$ cat config.mk
export PLATFORM = sky130hd
export DESIGN_NAME = regfile_wb_arbiter
export DESIGN_NICKNAME = d
export VERILOG_FILES = /design/src/rtl/rv_wb_pkg.sv /design/src/rtl/wb_fifo.sv /design/src/rtl/regfile_wb_arbiter.sv
export SDC_FILE = /design/constraint.sdc
export NUM_CORES = 1
export LEC_CHECK = 0
export ABC_AREA = 1
export BUFFER_PORTS_ARGS = -buffer_cell sky130_fd_sc_hd__clkbuf_2
export CORE_ASPECT_RATIO = 1.75
export CORE_MARGIN = 2
export CORE_UTILIZATION = 60
export CTS_CLUSTER_SIZE = 30
export DETAILED_ROUTE_END_ITERATION = 12
export PLACE_DENSITY = 0.82
export SYNTH_ARGS = -nofsm -noshare
export SYNTH_HDL_FRONTEND = slang
export SYNTH_SLANG_ARGS = --single-unit
$ cat constraint.sdc
create_clock -name clk -period 4.1 [get_ports clk]
set_clock_uncertainty 0.05 [all_clocks]
set_input_delay 0 -clock clk [delete_from_list [all_inputs] [get_ports clk]]
set_output_delay 0 -clock clk [all_outputs]
set_load 0.01 [all_outputs]
$ cat src/rtl/rv_wb_pkg.sv
// Shared types and constants for the register-file write-back path.
// Latency: n/a (declarations only).
// Backpressure: n/a.
package rv_wb_pkg;

    localparam int ADDR_W_DEF = 5;
    localparam int XLEN_DEF   = 32;
    localparam int REG_X0     = 0;

    // One pending register-file write: destination and value.
    typedef struct packed {
        logic [ADDR_W_DEF-1:0] rd;
        logic [XLEN_DEF-1:0]   data;
    } wb_req_t;

endpackage

$ cat src/rtl/wb_fifo.sv
// Synchronous FIFO of pending write-back requests.
// Latency: a pushed entry becomes visible at head on the following cycle (no bypass).
// Backpressure: push is ignored while full, even when a pop occurs in the same cycle.
module wb_fifo
    import rv_wb_pkg::*;
#(
    parameter int DEPTH = 2
) (
    input  logic    clk,
    input  logic    rst_n,
    input  logic    push,
    input  wb_req_t din,
    input  logic    pop,
    output logic    full,
    output logic    empty,
    output wb_req_t head
);

    localparam int PW = $clog2(DEPTH);
    localparam int CW = PW + 1;

    wb_req_t           mem_q [DEPTH];
    logic    [PW-1:0]  wr_ptr_q, rd_ptr_q;
    logic    [CW-1:0]  count_q;
    logic              push_ok, pop_ok;

    assign full    = (count_q == CW'(DEPTH));
    assign empty   = (count_q == '0);
    assign push_ok = push && !full;
    assign pop_ok  = pop && !empty;
    assign head    = mem_q[rd_ptr_q];

    // Storage array: data only, no reset needed since occupancy gates visibility.
    always_ff @(posedge clk) begin
        if (push_ok) mem_q[wr_ptr_q] <= din;
    end

    // Pointers wrap naturally (power-of-two depth); the extra count bit tells full from empty.
    always_ff @(posedge clk or negedge rst_n) begin
        if (!rst_n) begin
            wr_ptr_q <= '0;
            rd_ptr_q <= '0;
            count_q  <= '0;
        end else begin
            if (push_ok) wr_ptr_q <= wr_ptr_q + 1'b1;
            if (pop_ok)  rd_ptr_q <= rd_ptr_q + 1'b1;
            case ({push_ok, pop_ok})
                2'b10:   count_q <= count_q + 1'b1;
                2'b01:   count_q <= count_q - 1'b1;
                default: count_q <= count_q;
            endcase
        end
    end

endmodule

$ cat src/rtl/regfile_wb_arbiter.sv
// Merges ALU and buffered MUL/DIV results onto one register-file write port; tracks busy registers.
// Latency: ALU 1 cycle; MUL/DIV at least 2 cycles from handshake (buffer, then output register).
// Backpressure: ALU never stalls and wins the port; MUL/DIV waits in the buffer, md_ready = !full.
module regfile_wb_arbiter
    import rv_wb_pkg::*;
#(
    parameter int ADDR_W   = ADDR_W_DEF,
    parameter int XLEN     = XLEN_DEF,
    parameter int REGFILE  = 32,
    parameter int MD_DEPTH = 2
) (
    input  logic              clk,
    input  logic              rst_n,
    input  logic              alu_valid,
    input  logic [ADDR_W-1:0] alu_rd,
    input  logic [XLEN-1:0]   alu_data,
    input  logic              md_valid,
    output logic              md_ready,
    input  logic [ADDR_W-1:0] md_rd,
    input  logic [XLEN-1:0]   md_data,
    input  logic              issue_lock,
    input  logic [ADDR_W-1:0] issue_rd,
    input  logic [ADDR_W-1:0] rs1,
    input  logic [ADDR_W-1:0] rs2,
    output logic              rs1_busy,
    output logic              rs2_busy,
    output logic              we,
    output logic [ADDR_W-1:0] rd,
    output logic [XLEN-1:0]   write_data,
    output logic              waw_err
);

    wb_req_t              md_req, md_head;
    logic                 md_full, md_empty, md_push, md_pop;
    logic                 alu_eff, head_live;
    logic                 sel_we;
    logic [ADDR_W-1:0]    sel_rd;
    logic [XLEN-1:0]      sel_data;
    logic [REGFILE-1:0]   busy_q, busy_d;
    logic                 we_q, waw_q;
    logic [ADDR_W-1:0]    rd_q;
    logic [XLEN-1:0]      data_q;

    // Ready is held low during reset so nothing is accepted into a buffer being cleared.
    assign md_ready   = rst_n && !md_full;
    assign md_push    = md_valid && md_ready;
    assign md_req     = '{rd: md_rd, data: md_data};

    assign alu_eff    = alu_valid && (alu_rd != ADDR_W'(REG_X0));
    assign md_pop     = !alu_eff && !md_empty;
    assign head_live  = md_head.rd != ADDR_W'(REG_X0);

    wb_fifo #(.DEPTH(MD_DEPTH)) u_md_fifo (
        .clk   (clk),
        .rst_n (rst_n),
        .push  (md_push),
        .din   (md_req),
        .pop   (md_pop),
        .full  (md_full),
        .empty (md_empty),
        .head  (md_head)
    );

    // Port selection: ALU first, else buffer head; an x0 head is popped but produces no write.
    always_comb begin
        sel_we   = 1'b0;
        sel_rd   = alu_rd;
        sel_data = alu_data;
        if (alu_eff) begin
            sel_we = 1'b1;
        end else if (md_pop && head_live) begin
            sel_we   = 1'b1;
            sel_rd   = md_head.rd;
            sel_data = md_head.data;
        end
    end

    // Scoreboard next state: clear on selected pop, then set on issue so a same-cycle relock wins.
    always_comb begin
        busy_d = busy_q;
        if (md_pop && head_live) busy_d[md_head.rd] = 1'b0;
        if (issue_lock && (issue_rd != ADDR_W'(REG_X0))) busy_d[issue_rd] = 1'b1;
        busy_d[REG_X0] = 1'b0;
    end

    // Registered write port and scoreboard; address/data hold when nothing is selected.
    always_ff @(posedge clk or negedge rst_n) begin
        if (!rst_n) begin
            we_q   <= 1'b0;
            rd_q   <= '0;
            data_q <= '0;
            waw_q  <= 1'b0;
            busy_q <= '0;
        end else begin
            we_q   <= sel_we;
            waw_q  <= alu_eff && busy_q[alu_rd];
            busy_q <= busy_d;
            if (sel_we) begin
                rd_q   <= sel_rd;
                data_q <= sel_data;
            end
        end
    end

    assign rs1_busy   = busy_q[rs1];
    assign rs2_busy   = busy_q[rs2];
    assign we         = we_q;
    assign rd         = rd_q;
    assign write_data = data_q;
    assign waw_err    = waw_q;

endmodule

### Word level (Yosys, flattened, before mapping)

Memory sizes are Yosys's and may differ from the RTL's.
Index checks and enable logic that the tools add are counted.

| storage, ports and cells | value |
|---|---|
| register bits | 74 |
| latch bits | 0 |
| bits in writable memories | 74 |
| ROM bits | 0 |
| input bits | 94 |
| output and inout bits | 42 |
| logic and storage cells | 66 |
| memories | 1 |

Memories:

| name | depth | width | read ports | clocked after memory_dff | wr ports | line | RTL |
|---|---|---|---|---|---|---|---|
| u_md_fifo.mem_q | 2 | 37 | 1 | 0 | 1 | wb_fifo.sv:22 | `wb_req_t mem_q [DEPTH];` |

| cells by class | value |
|---|---|
| add/sub/neg operators | 4 |
| multiply operators | 0 |
| div/mod/pow operators | 0 |
| $lt $le $gt $ge | 7 |
| equal/unequal tests | 3 |
| shift operators | 0 |
| muxes and demuxes | 21 |
| bitwise logic cells | 3 |
| reductions and logical operators | 19 |

Operators by type and width:

| cell | number |
|---|---|
| 32-bit 2-to-1 mux | 4 |
| 32-bit AND | 1 |
| 32-bit NOT | 1 |
| 32-bit OR | 1 |
| 5-bit by 6-bit < comparator with 1-bit output, second input constant | 5 |
| 1-bit binary-select mux with 5-bit select | 3 |
| 5-bit nonzero test | 3 |
| 1-bit logical AND | 11 |
| 1-bit demux with 5-bit select | 2 |
| 5-bit by 1-bit >= comparator with 1-bit output, second input constant | 2 |
| 5-bit 2-to-1 mux | 2 |
| 1-bit 2-to-1 mux | 9 |
| 2-bit equality test, second input constant | 2 |
| 2-bit one-hot mux with 2 select lines | 1 |
| 1-bit logical NOT | 3 |
| 1-bit adder, second input constant | 2 |
| 2-bit by 1-bit adder with 2-bit output, second input constant | 1 |
| 2-bit by 1-bit equality test with 1-bit output, second input constant | 1 |
| 2-bit logical NOT | 1 |
| 2-bit nonzero test | 1 |
| 2-bit by 1-bit subtractor with 2-bit output, second input constant | 1 |

### Longest topological paths before layout

An unclocked memory read counts as a cell.

| depth | value |
|---|---|
| depth in word-level cells | 10 |
| depth in mapped cells | 12 |
| gate-level depth less buffers | 10 |

### By module

A second synthesis with hierarchy kept.

| second synthesis, totals | value |
|---|---|
| cells, all modules | 925 |
| area total of the unflattened synthesis | 7542.2 um^2 |

Modules (own cells, without submodules):

| module | times used | cells each | area an instance (um^2) | sequential area each (um^2) |
|---|---|---|---|---|
| regfile_wb_arbiter | 1 | 699 | 4603.2 | 1751.7 |
| wb_fifo | 1 | 226 | 2939.1 | 2322.2 |

### Least setup slack after synthesis

OpenSTA, ideal clock, no wires.

| path | value |
|---|---|
| kind | reg-to-reg |
| start | register u_md_fifo.count_q[0] |
| end | memory u_md_fifo.mem_q[0][0] (netlist bit), enable pin |
| library setup time | 0.431 ns |
| arrival time | 2.565 ns |
| required time | 3.619 ns |
| path slack | 1.054 ns |
| cell stages (with the launch flop) | 5 |
| path buffers | 0 |
| period minus slack after synthesis | 3.046 ns |
| cell sequence | dfrtp_1 > inv_1 > a21boi_0 > nand2_1 > nor2_1 |

| between the ends | value |
|---|---|
| longest elaborated chain between the ends | 7 |

RTL lines:

| what | line | RTL |
|---|---|---|
| from (decl) | wb_fifo.sv:24 | `logic [CW-1:0] count_q;` |
| from (signal assigned) | wb_fifo.sv:48 | `2'b10: count_q <= count_q + 1'b1;` |
| from (signal assigned) | wb_fifo.sv:49 | `2'b01: count_q <= count_q - 1'b1;` |
| from (signal assigned) | wb_fifo.sv:50 | `default: count_q <= count_q;` |
| 2-bit equality test | wb_fifo.sv:27 | `assign full = (count_q == CW'(DEPTH));` |
| 1-bit logical NOT | regfile_wb_arbiter.sv:45 | `assign md_ready = rst_n && !md_full;` |
| 1-bit logical AND | regfile_wb_arbiter.sv:45 |  |
| named net md_ready | regfile_wb_arbiter.sv:18 | `output logic md_ready,` |
| 1-bit logical AND | regfile_wb_arbiter.sv:46 | `assign md_push = md_valid && md_ready;` |
| 1-bit logical AND | wb_fifo.sv:29 | `assign push_ok = push && !full;` |
| 1-bit 2-to-1 mux | wb_fifo.sv:35 | `if (push_ok) mem_q[wr_ptr_q] <= din;` |
| 1-bit 2-to-1 mux (not written as such) | wb_fifo.sv:35 |  |
| to (decl) | wb_fifo.sv:22 |  |

The timed path passes the listed nets, and every way through them passes these cells.

### Final worst setup path

| path | value |
|---|---|
| start | register u_md_fifo.rd_ptr_q |
| end | register data_q[10], in the netlist write_data[10] |

| between the ends | value |
|---|---|
| longest elaborated chain between the ends | 5 |
| elaborated cells on any way between the ends | 7 |
| classes of those cells | 4 x mux; 2 x reduce/logical; 1 x memory |

RTL lines:

| what | line | RTL |
|---|---|---|
| from (decl) | wb_fifo.sv:23 | `logic [PW-1:0] wr_ptr_q, rd_ptr_q;` |
| from (signal assigned) | wb_fifo.sv:46 | `if (pop_ok) rd_ptr_q <= rd_ptr_q + 1'b1;` |
| memory 2 x 37 bit (*) | - |  |
| 5-bit nonzero test | regfile_wb_arbiter.sv:51 | `assign head_live = md_head.rd != ADDR_W'(REG_X0);` |
| 1-bit logical AND | regfile_wb_arbiter.sv:71 | `end else if (md_pop && head_live) begin` |
| 32-bit 2-to-1 mux or 1-bit 2-to-1 mux (tied branches) | regfile_wb_arbiter.sv:71 |  |
| 32-bit 2-to-1 mux or 1-bit 2-to-1 mux (tied branches) | regfile_wb_arbiter.sv:69 | `if (alu_eff) begin` |
| to (signal assigned) | regfile_wb_arbiter.sv:100 | `data_q <= sel_data;` |
| to (decl) | regfile_wb_arbiter.sv:42 | `logic [XLEN-1:0] data_q;` |

Mark *: on every way between the ends. The rest lies on a longest branch, timed or not.
A chain may end at the register's enable or synchronous reset.

==> results.ini <==
[place]
port_buffers=135
dp_hpwl_um=13800
dp_cells=1108
gp_congestion=1.01

[final_layout]
final_util_pct=80.1
drive_above_1_share_pct=16.4
multi_input_area_um2=2690
n_antenna_cell=0
seq_area_um2=4070
syn2layout_area_growth_pct=29.7
nFillCells=684
final_cells=1224
nets=1171

[clock_tree]
ctsHtreeMaxLevel=4
cts.sinks=148
post-cts-setup-buffers=0
holdBufCountCts=84
postCtsResizedCells=0
clock_path_buffers=2
clkTransAtPathRegs_ns=0.06
clk_latency_ns=0.42
cts_made_buffers=17
clockRootBuffer=clkbuf_16
cts_tree=built

[pwr]
vdd_ir_drop_max_mv=0.474
power.density_nw_per_um2=635
leakage_uw=0.00451

[sta]
setup_viol=0
holdWs_ns=0.0293
hold_viol_final=0
rsz0062_at_grt=false
finalSetupTns_ns=0
relSlewSlack_pct=23.8
tightest_slew_ns=1.14
slew_viol_final=0
fin_crit_ns=3.65
period_share_pct=89.0
max_freq_ghz=0.274

[floorplanning]
initial_core_util_pct=61.8
die-width_um=86.8
die_y_um=149
dieArea_um2=12900
coreArea_um2=11600
row_count=52
io_pins=136

[hold_path]
min-delay-path-class=in2reg
hp-start=md_valid

[flow_run]
drv_cap=0

[yosys]
yosysUniqueCellTypes=27
synth_nets=966
syn_avg_cell_area_um2=8.26
yosys_warnings=0
synthFlopType=edfxtp_1
synth_top_area_share_pct=30.9
synth_largest_area_cell=edfxtp_1
synth_cells=871
synth.ff_latch_count=148
synthArstFlopShare_pct=50.0
synth_area_um2=7190
yosysMostFrequentCell=nand2_1
synthTopCellsByCount=362 x nand2_1, 182 x nand3_1, 74 x dfrtp_1, 74 x edfxtp_1, 64 x inv_1
synthTopCellsByArea=edfxtp_1 31%, dfrtp_1 26%, nand2_1 19%
ys_seq_area_share_pct=56.6
synth_edf_count=74

[status]
status=complete, no violations

[global_route]
grt_pass1_wl_um=38500
grt_max_degree=75
overflow=0
grt_usage_pct=39.8
first_global_vias=7186
antenna_found_initial=0

[worst_setup_path]
cp-endpoint=write_data[10]
setup.worst_path.end_class=register
critPathMaxFanout=44
critPathArrivalTime_ns=3.94
critPathRequiredTime_ns=4.39
critPathLaunch=u_md_fifo.rd_ptr_q
r2r-end=write_data[10]
crit_type=reg2reg
r2r_cells=8
crit_path_start_kind=register
r2r_setup_slack_ns=0.45
timing.rr.start=u_md_fifo.rd_ptr_q

[routing]
num_vias=7311
avgRoutedWirePerCell_um=20.2
drc=0
route.met3.wl_um=1840
dr.max_layer_used=met4
wl_met1_um=7990
drtPass1Iterations=6
drt_iter0_drc=860
met2_length_um=13300
viasPerCell=5.97
drtAntennaViolNets=0
routed_wl_um=24800

-- layout make-up --
type,count,area share (%)
Sequential cell,148,43.7
Multi-Input combinational cell,620,28.9
Timing Repair Buffer,223,16.6
Clock buffer,18,4.60
Inverter,66,2.66
Tap cell,135,1.81
Clock inverter,14,1.78
-- metal layers --
metal  GRT usage, %  vias up
li1               -     3251
met1           44.5     3413
met2           69.8      522
met3           6.70      125
met4           23.3        0
met5              0        -
-- worst min-delay path by stage --
stage	endpoint	depth (start not counted)	slack, ns
4_1_cts	u_md_fifo.wr_ptr_q	3	0.02
5_1_grt	rd[0]	3	0.05
6_report	u_md_fifo.wr_ptr_q	3	0.03
3_5_place_dp	u_md_fifo.mem_q[0][35]	1	0.14
3_3_place_gp	u_md_fifo.mem_q[1][32]	1	0.14
2_1_floorplan	busy_q[10]	0	-0.35
-- layout by cell type (no fill, tap or decap), types with 4 or more instances in the layout --
cell,count
inv_1,64
clkbuf_16,17
o21ai_0,29
nand3_1,182
dlygate4sd3_1,84
inv_6,4
nor2_1,24
nand2_1,362
dfrtp_1,74
clkbuf_2,134
edfxtp_1,74
buf_4,5
-- worst max-delay path: stages, from the launching register on --
cell and delay [ns]:
dfrtp_1 0.77, inv_2 0.47, nand2_1 0.15, nand2_1 0.11, nor2_1 0.22, nand3_2 0.69, nand2_4 0.76, nand3_1 0.18
nand3_1 0.14
-- kinds of logic (layout without fill, tap and decap cells) --
logic type	Yosys count	in the layout	synth area share, %
compound gates	37	37	2.82
xor+xnor	4	4	0.487
fa+ha+maj	1	1	0.174
buf+inv	103	321	6.12
flops	148	148	56.6
simple gates	578	578	33.8
-- flip-flops by register name (all words and copies together) (netlist names) --
register,count
u_md_fifo.mem_q,74
write_data,32
busy_q,31
rd,5
u_md_fifo.count_q,2
u_md_fifo.rd_ptr_q,1
u_md_fifo.wr_ptr_q,1
waw_err,1
we,1
-- per-stage QoR --
stage	worst slack (ns)	total power, uW	area, um2
5_1_grt	0.194	6180	9330
3_3_place_gp	0.888	4050	7890
3_5_place_dp	0.718	4110	7890
2_1_floorplan	1.05	3430	7190
4_1_cts	0.641	5740	9330
6_report	0.452	5930	9330
-- report_power, final --
part	total, uW	switching (uW)	leakage (uW)	internal, uW
Combinational	1900	1280	0.00267	621
Clock	1590	672	0.000288	917
Sequential	2440	447	0.00156	1990
No activity file was read; power rests on OpenSTA's default activity.
